===== config.mk =====
export PLATFORM = sky130hd
export DESIGN_NAME = alu_seq
export DESIGN_NICKNAME = d
export VERILOG_FILES = /design/src/rtl/alu_seq.sv
export SDC_FILE = /design/constraint.sdc
export NUM_CORES = 1
export LEC_CHECK = 0
export BUFFER_PORTS_ARGS = -buffer_cell sky130_fd_sc_hd__buf_2
export CORE_MARGIN = 2
export CORE_UTILIZATION = 32
export DETAILED_ROUTE_END_ITERATION = 6
export HOLD_SLACK_MARGIN = 0.12
export PLACE_DENSITY = 0.53
export RECOVER_POWER = 100
export SYNTH_ARGS = -nofsm -noshare
export SYNTH_HDL_FRONTEND = slang
export SYNTH_SLANG_ARGS = --single-unit

===== constraint.sdc =====
create_clock -name CLK -period 4.9 [get_ports CLK]
set_clock_uncertainty 0.05 [all_clocks]
set_input_delay 0.245 -clock CLK [delete_from_list [all_inputs] [get_ports CLK]]
set_output_delay 0.245 -clock CLK [all_outputs]
set_load 0.005 [all_outputs]

===== src/rtl/alu_seq.sv =====
// Multi-cycle ALU with a start/done handshake: single-cycle add/sub/and/or,
// bit-serial shifts and a shift-and-add multiplier. Results and flags are registered.
module alu_seq #(
  parameter int WIDTH = 16,
  parameter int SHW   = $clog2(WIDTH)
) (
  input  logic             CLK,
  input  logic             Reset,
  input  logic             start,
  input  logic [2:0]       op,
  input  logic [WIDTH-1:0] A,
  input  logic [WIDTH-1:0] B,
  output logic             busy,
  output logic             done,
  output logic [WIDTH-1:0] ALUResult,
  output logic             eq,
  output logic             ble,
  output logic             overflow
);
  localparam logic [2:0] OP_ADD = 3'd0, OP_SUB = 3'd1, OP_AND = 3'd2, OP_OR = 3'd3,
                         OP_SLL = 3'd4, OP_SRL = 3'd5, OP_SRA = 3'd6, OP_MUL = 3'd7;

  typedef enum logic [1:0] {S_IDLE, S_RUN, S_DONE} state_t;

  state_t               state_q, state_d;
  logic [2:0]           op_q, op_d;
  logic [WIDTH-1:0]     a_q, a_d, b_q, b_d;
  logic [WIDTH-1:0]     sh_q, sh_d, mplier_q, mplier_d;
  logic [2*WIDTH-1:0]   acc_q, acc_d, mcand_q, mcand_d;
  logic [SHW-1:0]       cnt_q, cnt_d;
  logic [WIDTH-1:0]     res_q, res_d;
  logic                 eq_q, eq_d, ble_q, ble_d, ovf_q, ovf_d;

  logic                 fin, fin_ovf;
  logic [WIDTH-1:0]     fin_res, fin_a, fin_b, sum, sh_first, sh_step;
  logic [2*WIDTH-1:0]   acc_step;
  logic [SHW-1:0]       k;

  function automatic logic [WIDTH-1:0] shift1(input logic [WIDTH-1:0] v, input logic [2:0] o);
    case (o)
      OP_SLL:  shift1 = {v[WIDTH-2:0], 1'b0};
      OP_SRL:  shift1 = {1'b0, v[WIDTH-1:1]};
      OP_SRA:  shift1 = {v[WIDTH-1], v[WIDTH-1:1]};
      default: shift1 = v;
    endcase
  endfunction

  assign k        = B[SHW-1:0];
  assign sum      = (op == OP_SUB) ? (A - B) : (A + B);
  assign sh_first = shift1(A, op);
  assign sh_step  = shift1(sh_q, op_q);
  assign acc_step = acc_q + (mplier_q[0] ? mcand_q : '0);

  always_comb begin
    state_d  = state_q;
    op_d     = op_q;
    a_d      = a_q;
    b_d      = b_q;
    sh_d     = sh_q;
    acc_d    = acc_q;
    mcand_d  = mcand_q;
    mplier_d = mplier_q;
    cnt_d    = cnt_q;
    res_d    = res_q;
    eq_d     = eq_q;
    ble_d    = ble_q;
    ovf_d    = ovf_q;
    fin      = 1'b0;
    fin_res  = '0;
    fin_ovf  = 1'b0;
    fin_a    = a_q;
    fin_b    = b_q;
    case (state_q)
      S_IDLE, S_DONE: begin
        state_d = S_IDLE;
        if (start) begin
          op_d  = op;
          a_d   = A;
          b_d   = B;
          fin_a = A;
          fin_b = B;
          case (op)
            OP_ADD, OP_SUB: begin
              fin     = 1'b1;
              fin_res = sum;
              fin_ovf = ((op == OP_ADD) ? (A[WIDTH-1] == B[WIDTH-1]) : (A[WIDTH-1] != B[WIDTH-1]))
                        && (sum[WIDTH-1] != A[WIDTH-1]);
            end
            OP_AND: begin fin = 1'b1; fin_res = A & B; end
            OP_OR:  begin fin = 1'b1; fin_res = A | B; end
            OP_MUL: begin
              // first multiplier bit is consumed on the accepting edge
              acc_d    = B[0] ? {{WIDTH{1'b0}}, A} : '0;
              mcand_d  = {{(WIDTH-1){1'b0}}, A, 1'b0};
              mplier_d = {1'b0, B[WIDTH-1:1]};
              cnt_d    = SHW'(WIDTH - 1);
              state_d  = S_RUN;
            end
            default: begin
              if (k == '0) begin
                fin = 1'b1; fin_res = A;
              end else if (k == SHW'(1)) begin
                fin = 1'b1; fin_res = sh_first;
              end else begin
                sh_d    = sh_first;
                cnt_d   = k - SHW'(1);
                state_d = S_RUN;
              end
            end
          endcase
        end
      end
      default: begin
        if (op_q == OP_MUL) begin
          if (cnt_q == SHW'(1)) begin
            fin     = 1'b1;
            fin_res = acc_step[WIDTH-1:0];
            fin_ovf = |acc_step[2*WIDTH-1:WIDTH];
          end else begin
            acc_d    = acc_step;
            mcand_d  = {mcand_q[2*WIDTH-2:0], 1'b0};
            mplier_d = {1'b0, mplier_q[WIDTH-1:1]};
            cnt_d    = cnt_q - SHW'(1);
          end
        end else begin
          if (cnt_q == SHW'(1)) begin
            fin     = 1'b1;
            fin_res = sh_step;
          end else begin
            sh_d  = sh_step;
            cnt_d = cnt_q - SHW'(1);
          end
        end
      end
    endcase
    if (fin) begin
      state_d = S_DONE;
      res_d   = fin_res;
      ovf_d   = fin_ovf;
      eq_d    = (fin_a == fin_b);
      ble_d   = ($signed(fin_a) <= $signed(fin_b));
    end
  end

  always_ff @(posedge CLK or posedge Reset) begin
    if (Reset) begin
      state_q  <= S_IDLE;
      op_q     <= '0;
      a_q      <= '0;
      b_q      <= '0;
      sh_q     <= '0;
      acc_q    <= '0;
      mcand_q  <= '0;
      mplier_q <= '0;
      cnt_q    <= '0;
      res_q    <= '0;
      eq_q     <= 1'b0;
      ble_q    <= 1'b0;
      ovf_q    <= 1'b0;
    end else begin
      state_q  <= state_d;
      op_q     <= op_d;
      a_q      <= a_d;
      b_q      <= b_d;
      sh_q     <= sh_d;
      acc_q    <= acc_d;
      mcand_q  <= mcand_d;
      mplier_q <= mplier_d;
      cnt_q    <= cnt_d;
      res_q    <= res_d;
      eq_q     <= eq_d;
      ble_q    <= ble_d;
      ovf_q    <= ovf_d;
    end
  end

  assign busy      = (state_q == S_RUN);
  assign done      = (state_q == S_DONE);
  assign ALUResult = res_q;
  assign eq        = eq_q;
  assign ble       = ble_q;
  assign overflow  = ovf_q;
endmodule


# [After elaboration in Yosys (flattened, before gate mapping)]
# Cells that the tools add are included.
[totals] output_inout_bits=21 elab_cells=128 reg_bits=156
[classes] n_bitwise=2 reduce_logical=15 n_eq_ne=29 mux=63 n_lt_le_gt_ge=1 n_addsub=5
[ops] operator="16-bit 2-to-1 mux" count=25
[ops] operator="32-bit 2-to-1 mux" count=11
[ops] operator="16-bit one-hot mux with 3 select lines" count=2
[ops] operator="16-bit one-hot mux with 4 select lines" count=1
[ops] operator="32-bit adder" count=1
[ops] operator="3-bit equality test, second input constant" count=8
[ops] operator="4-bit 2-to-1 mux" count=5
[ops] operator="16-bit adder" count=1
[ops] operator="16-bit bitwise AND" count=1
[ops] operator="16-bit equality test" count=1
[ops] operator="16-bit less-or-equal comparator" count=1
[ops] operator="16-bit bitwise OR" count=1
[ops] operator="16-bit OR reduction" count=1
[ops] operator="16-bit subtractor" count=1
[ops] operator="1-bit 2-to-1 mux" count=14
[ops] operator="2-bit inequality test, second input constant" count=5
[ops] operator="4-bit by 1-bit equality test with 1-bit output, second input constant" count=2
[ops] operator="4-bit one-hot mux with 2 select lines" count=1
[ops] operator="4-bit by 1-bit subtractor with 4-bit output, second input constant" count=2
[ops] operator="3-bit by 2-bit equality test with 1-bit output, second input constant" count=2
[ops] operator="2-bit by 1-bit inequality test with 1-bit output, second input constant" count=3
[ops] operator="3-bit by 2-bit inequality test with 1-bit output, second input constant" count=2
[ops] operator="6-bit AND reduction" count=1
[ops] operator="5-bit AND reduction" count=1
[ops] operator="other kinds (17)" count=22

# [Depth between registers and ports, before layout]
[logic_depth] word_depth=7 depth_mapped=17 ltp_nobuf=16

# [Worst setup path after synthesis]
# Ideal clock, no wire load.
[synth_timing] kind="reg-to-reg" startpoint="reg mplier_q[0]" endpoint="reg ovf_q (netlist: overflow)" path_stages_with_launch=14 n_path_buf=1 arrival_time_ns=3.707 slack_ns=1.016 setup_ns=0.126 period_less_slack_ns=3.884 required_time_ns=4.724 path_cell_list="dfrtp_1 -> clkbuf_1 -> and2_1 -> ha_1 -> and3_4 -> and4_4 -> a211o_1 -> a221o_1 -> o311a_1 -> a211oi_2 -> or4b_1 -> nor4b_2 -> nand4_1 -> a221o_1"
[synth_between] elab_chain_cells=6
[synth_rtl] element="start: declaration" line_no="28" text="logic [WIDTH-1:0] sh_q, sh_d, mplier_q, mplier_d;"
[synth_rtl] element="start signal: assignment" line_no="168" text="mplier_q <= mplier_d;"
[synth_rtl] element="32-bit 2-to-1 mux" line_no="52" text="assign acc_step = acc_q + (mplier_q[0] ? mcand_q : '0);"
[synth_rtl] element="32-bit adder" line_no="52"
[synth_rtl] element="16-bit OR reduction" line_no="118" text="fin_ovf = |acc_step[2*WIDTH-1:WIDTH];"
[synth_rtl] element="1-bit 2-to-1 mux" line_no="115" text="if (cnt_q == SHW'(1)) begin"
[synth_rtl] element="1-bit 2-to-1 mux" line_no="114" text="if (op_q == OP_MUL) begin"
[synth_rtl] element="1-bit 2-to-1 mux" line_no="73" text="case (state_q)"
[synth_rtl] element="end signal: assignment" line_no="173" text="ovf_q <= ovf_d;"
[synth_rtl] element="end: declaration" line_no="32" text="logic eq_q, eq_d, ble_q, ble_d, ovf_q, ovf_d;"
# Every way passes these cells.
# A chain may end at the register's enable or synchronous reset.

# [Worst setup path in the final report]
[layout_timing] startpoint="reg state_q[0]" endpoint="reg res_q[7] (netlist: ALUResult[7])"
[layout_between] elab_chain_cells=3 elab_cells_between_ends=5
[layout_rtl] element="start: declaration" line_no="25" text="state_t state_q, state_d;"
[layout_rtl] element="start signal: assignment" line_no="161" text="state_q <= state_d;"
[layout_rtl] element="2-bit equality test or 2-bit logical NOT (tied branches)" line_no="73"
[layout_rtl] element="2-bit OR reduction *" line_no="73"
[layout_rtl] element="16-bit 2-to-1 mux or 1-bit 2-to-1 mux (tied branches)" line_no="73"
[layout_rtl] element="end signal: assignment" line_no="170" text="res_q <= res_d;"
[layout_rtl] element="end: declaration" line_no="31" text="logic [WIDTH-1:0] res_q, res_d;"
# Every way passes the cells marked *; elsewhere a longest branch is shown, timed or not.

==> impl_metrics.env <==
export IMPL_grt_ovfl_total=0
export IMPL_maxSlewViolCount=218
export IMPL_grt_antenna_before_repair=0
export IMPL_min_period_ns=4.41
export IMPL_holdWs_ns=0.143
export IMPL_yosysTopAreaCellShare_pct=34.0
export IMPL_synthCells=1332
export IMPL_worstMarginPinSlew_ns=2.99
export IMPL_seq_power_share_pct=32.0
export IMPL_total_power_w=0.00740
export IMPL_fp_dieH_um=192
export IMPL_cp_start_kind="register"
export IMPL_drcViolationCount=0
export IMPL_synth_warnings=0
export IMPL_reg2reg_depth=7
export IMPL_rsz0062_at_grt="false"
export IMPL_synth_edf_count=0
export IMPL_critical_path_class="reg -> reg"
export IMPL_cts_setup_buffers=0
export IMPL_synth_seq_cells=154
export IMPL_dieArea_sq_um=37000
export IMPL_area_growth_pct=11.9
export IMPL_io_buffers=58
export IMPL_grtUsageTotal_pct=19.2
export IMPL_fp_row_count=68
export IMPL_firstDrtPassIters=5
export IMPL_status="finished, violations left"
export IMPL_synth_avg_cell_area_sq_um=8.51
export IMPL_whs_path_depth=2
export IMPL_hpwl_um=25600
export IMPL_core_area_sq_um=34700
export IMPL_synthTopCellsByArea="dfrtp_1 (34%), ha_1 (7.6%), o21ai_0 (5.3%), nand2_1 (5.2%), mux2i_1 (4.9%)"
export IMPL_cts_sinks=154
export IMPL_layout_nets=1462
export IMPL_fmax_ghz=0.227
export IMPL_post_dp_cell_area_sq_um=12100
export IMPL_cts_tree="built"
export IMPL_wire_per_inst_um=19.1
export IMPL_syn_cell_area_sq_um=11300
export IMPL_vdd_drop_max_mv=0.270
export IMPL_grt_pass1_vias=9617
export IMPL_maxSlewHeadroom_pct=-99.4
export IMPL_min_path_type="in -> reg"
export IMPL_crit_fanout=40
export IMPL_cp_end_kind="register"
export IMPL_drive_above_1_share_pct=9.30
export IMPL_h_tree_depth=4
export IMPL_cp_data_arrival_time_ns=4.67
export IMPL_intPower_w=0.00422
export IMPL_synth_cell_types=72
export IMPL_totalWireLength_um=34700
export IMPL_cts_buffers_inserted=17
export IMPL_clock_root_buffer="clkbuf_16"
export IMPL_vias=9910
export IMPL_path_clk_slew_ns=0.07
export IMPL_ys_flop_type="dfrtp_1"
export IMPL_drtAntennaViolNets=0
export IMPL_die_w_um=192
export IMPL_worst_hold_path_endpoint="b_q[9]"
export IMPL_p_sw_share_pct=43.0
export IMPL_final_cell_area_sq_um=12700
export IMPL_max_cap_violations=6
export IMPL_start_util_pct=32.7
export IMPL_power_density_nw_per_um2=583
export IMPL_required_ns=5.16
export IMPL_async_flop_share_pct=100
export IMPL_p_clk_share_pct=19.0
export IMPL_hold_start="B[9]"
export IMPL_final_hold_violation_count=0
export IMPL_r2r_slack_ns=0.49
export IMPL_grt_pass1_wl_um=54900
export IMPL_r2r_end="ALUResult[7]"
export IMPL_clk_path_buf_depth=2
export IMPL_p_sw_w=0.00318
export IMPL_drt_vias_per_instance=5.44
export IMPL_fin_setup_tns_ns=0
export IMPL_ios=59
export IMPL_power_frac_comb_pct=48.9
export IMPL_p_leak_nw=5.71
export IMPL_violations="capacitance limit, slew limit"
export IMPL_insertion_delay_ns=0.44
export IMPL_syn_nets=1441
export IMPL_yosysTopAreaCell="dfrtp_1"
export IMPL_grt_start_max_net_pins=92
export IMPL_drtIter0Drc=657
export IMPL_mostFrequentLayoutCells="nand2_1 (156), dfrtp_1 (153), o21ai_0 (122)"
export IMPL_setup_violations=0
export IMPL_gp_congestion=0.863
export IMPL_fin_crit_sh_pct=89.9
export IMPL_final_common_cell="nand2_1"
export IMPL_reg2reg_from="state_q[0]"
export IMPL_ys_seq_area_share_pct=34.0
-- final cells by class --
type                            count  area, sq um
Antenna cell                        1         2.50
Tap cell                          455          569
Multi-Input combinational cell   1046         6990
Timing Repair Buffer               81          455
Fill cell                        3688        22000
Clock buffer                       21          470
Clock inverter                     10          141
Sequential cell                   154         3860
Inverter                           53          204
-- synth_stat cells (all sizes together) (18+ instances only) --
| library cell | n |
|---|---|
| mux2i | 56 |
| o21ai | 123 |
| mux2 | 46 |
| and2 | 38 |
| dfrtp | 154 |
| and3 | 21 |
| xnor2 | 38 |
| nand3 | 39 |
| nor2 | 84 |
| nor3 | 19 |
| inv | 53 |
| xor2 | 21 |
| clkbuf | 70 |
| nand2 | 156 |
| a211oi | 18 |
| a21oi | 110 |
| ha | 69 |
-- state kept, by name (all words and copies together), names as in the netlist --
register and flops:
b_q 16, state_q 2, acc_q 32, mplier_q 15, op_q 3, ALUResult 16, sh_q 16, mcand_q 31
overflow 1, cnt_q 4, a_q 16, ble 1, eq 1
-- power groups by stage --
stage / sequential (W) / combinational [W] / clock [W]
floorplan: 0.00216 / 0.00277 / 0
global route: 0.00244 / 0.00405 / 0.00148
detailed placement: 0.00239 / 0.00364 / 0
CTS: 0.00237 / 0.00365 / 0.00144
finish: 0.00237 / 0.00362 / 0.00141
global placement: 0.00238 / 0.00359 / 0
-- cells by family after synthesis --
family | synth area share [%]
AOI/OAI and AO/OA | 21.9
muxes | 9.51
xor gates and xnor gates | 4.56
adders and majority gates | 8.85
and+or+nand+nor | 16.8
DFF | 34.0
buffers and inverters | 4.42
-- layer usage --
layer	GRT usage [%]	vias to the layer above	part of all wire [%]
met1	27.3	4789	48
met2	30.0	244	46
met4	5.58	0	1.8
met3	3.01	37	4.5
met5	0	-	0
li1	-	4840	-
-- stage by stage --
step,cells,setup WS (ns),utilization [%]
floorplan,1332,0.455,-
finish,1821,0.493,36.6
global placement,1785,0.693,34.9
detailed placement,1785,0.603,34.9
global route,1820,0.275,36.6
CTS,1820,0.663,36.7
-- worst max path at each step --
| stage | start | to | depth (start not counted) |
|---|---|---|---|
| 3_5_place_dp | B[0] | overflow | 15 |
| 4_1_cts | mplier_q[0] | overflow | 13 |
| 6_report | state_q[0] | ALUResult[7] | 7 |
| 3_3_place_gp | B[0] | overflow | 15 |
| 2_1_floorplan | Reset | ALUResult[0] | 1 |
| 5_1_grt | B[1] | overflow | 17 |
-- critical path: stages (launching register included) --
cell and delay [ns]:
dfrtp_4 0.42, clkbuf_1 1.49, inv_1 0.18, nor3_1 0.27, clkbuf_1 0.53, a21oi_1 0.43, clkbuf_1 0.45, a221o_1 0.46
-- what timing repair did --
item	4_1_cts	5_1_grt
hold endpoints to repair	93	0
gates resized for setup	0	0
hold buffers	4	0
Power figures use the tool's default switching activity.
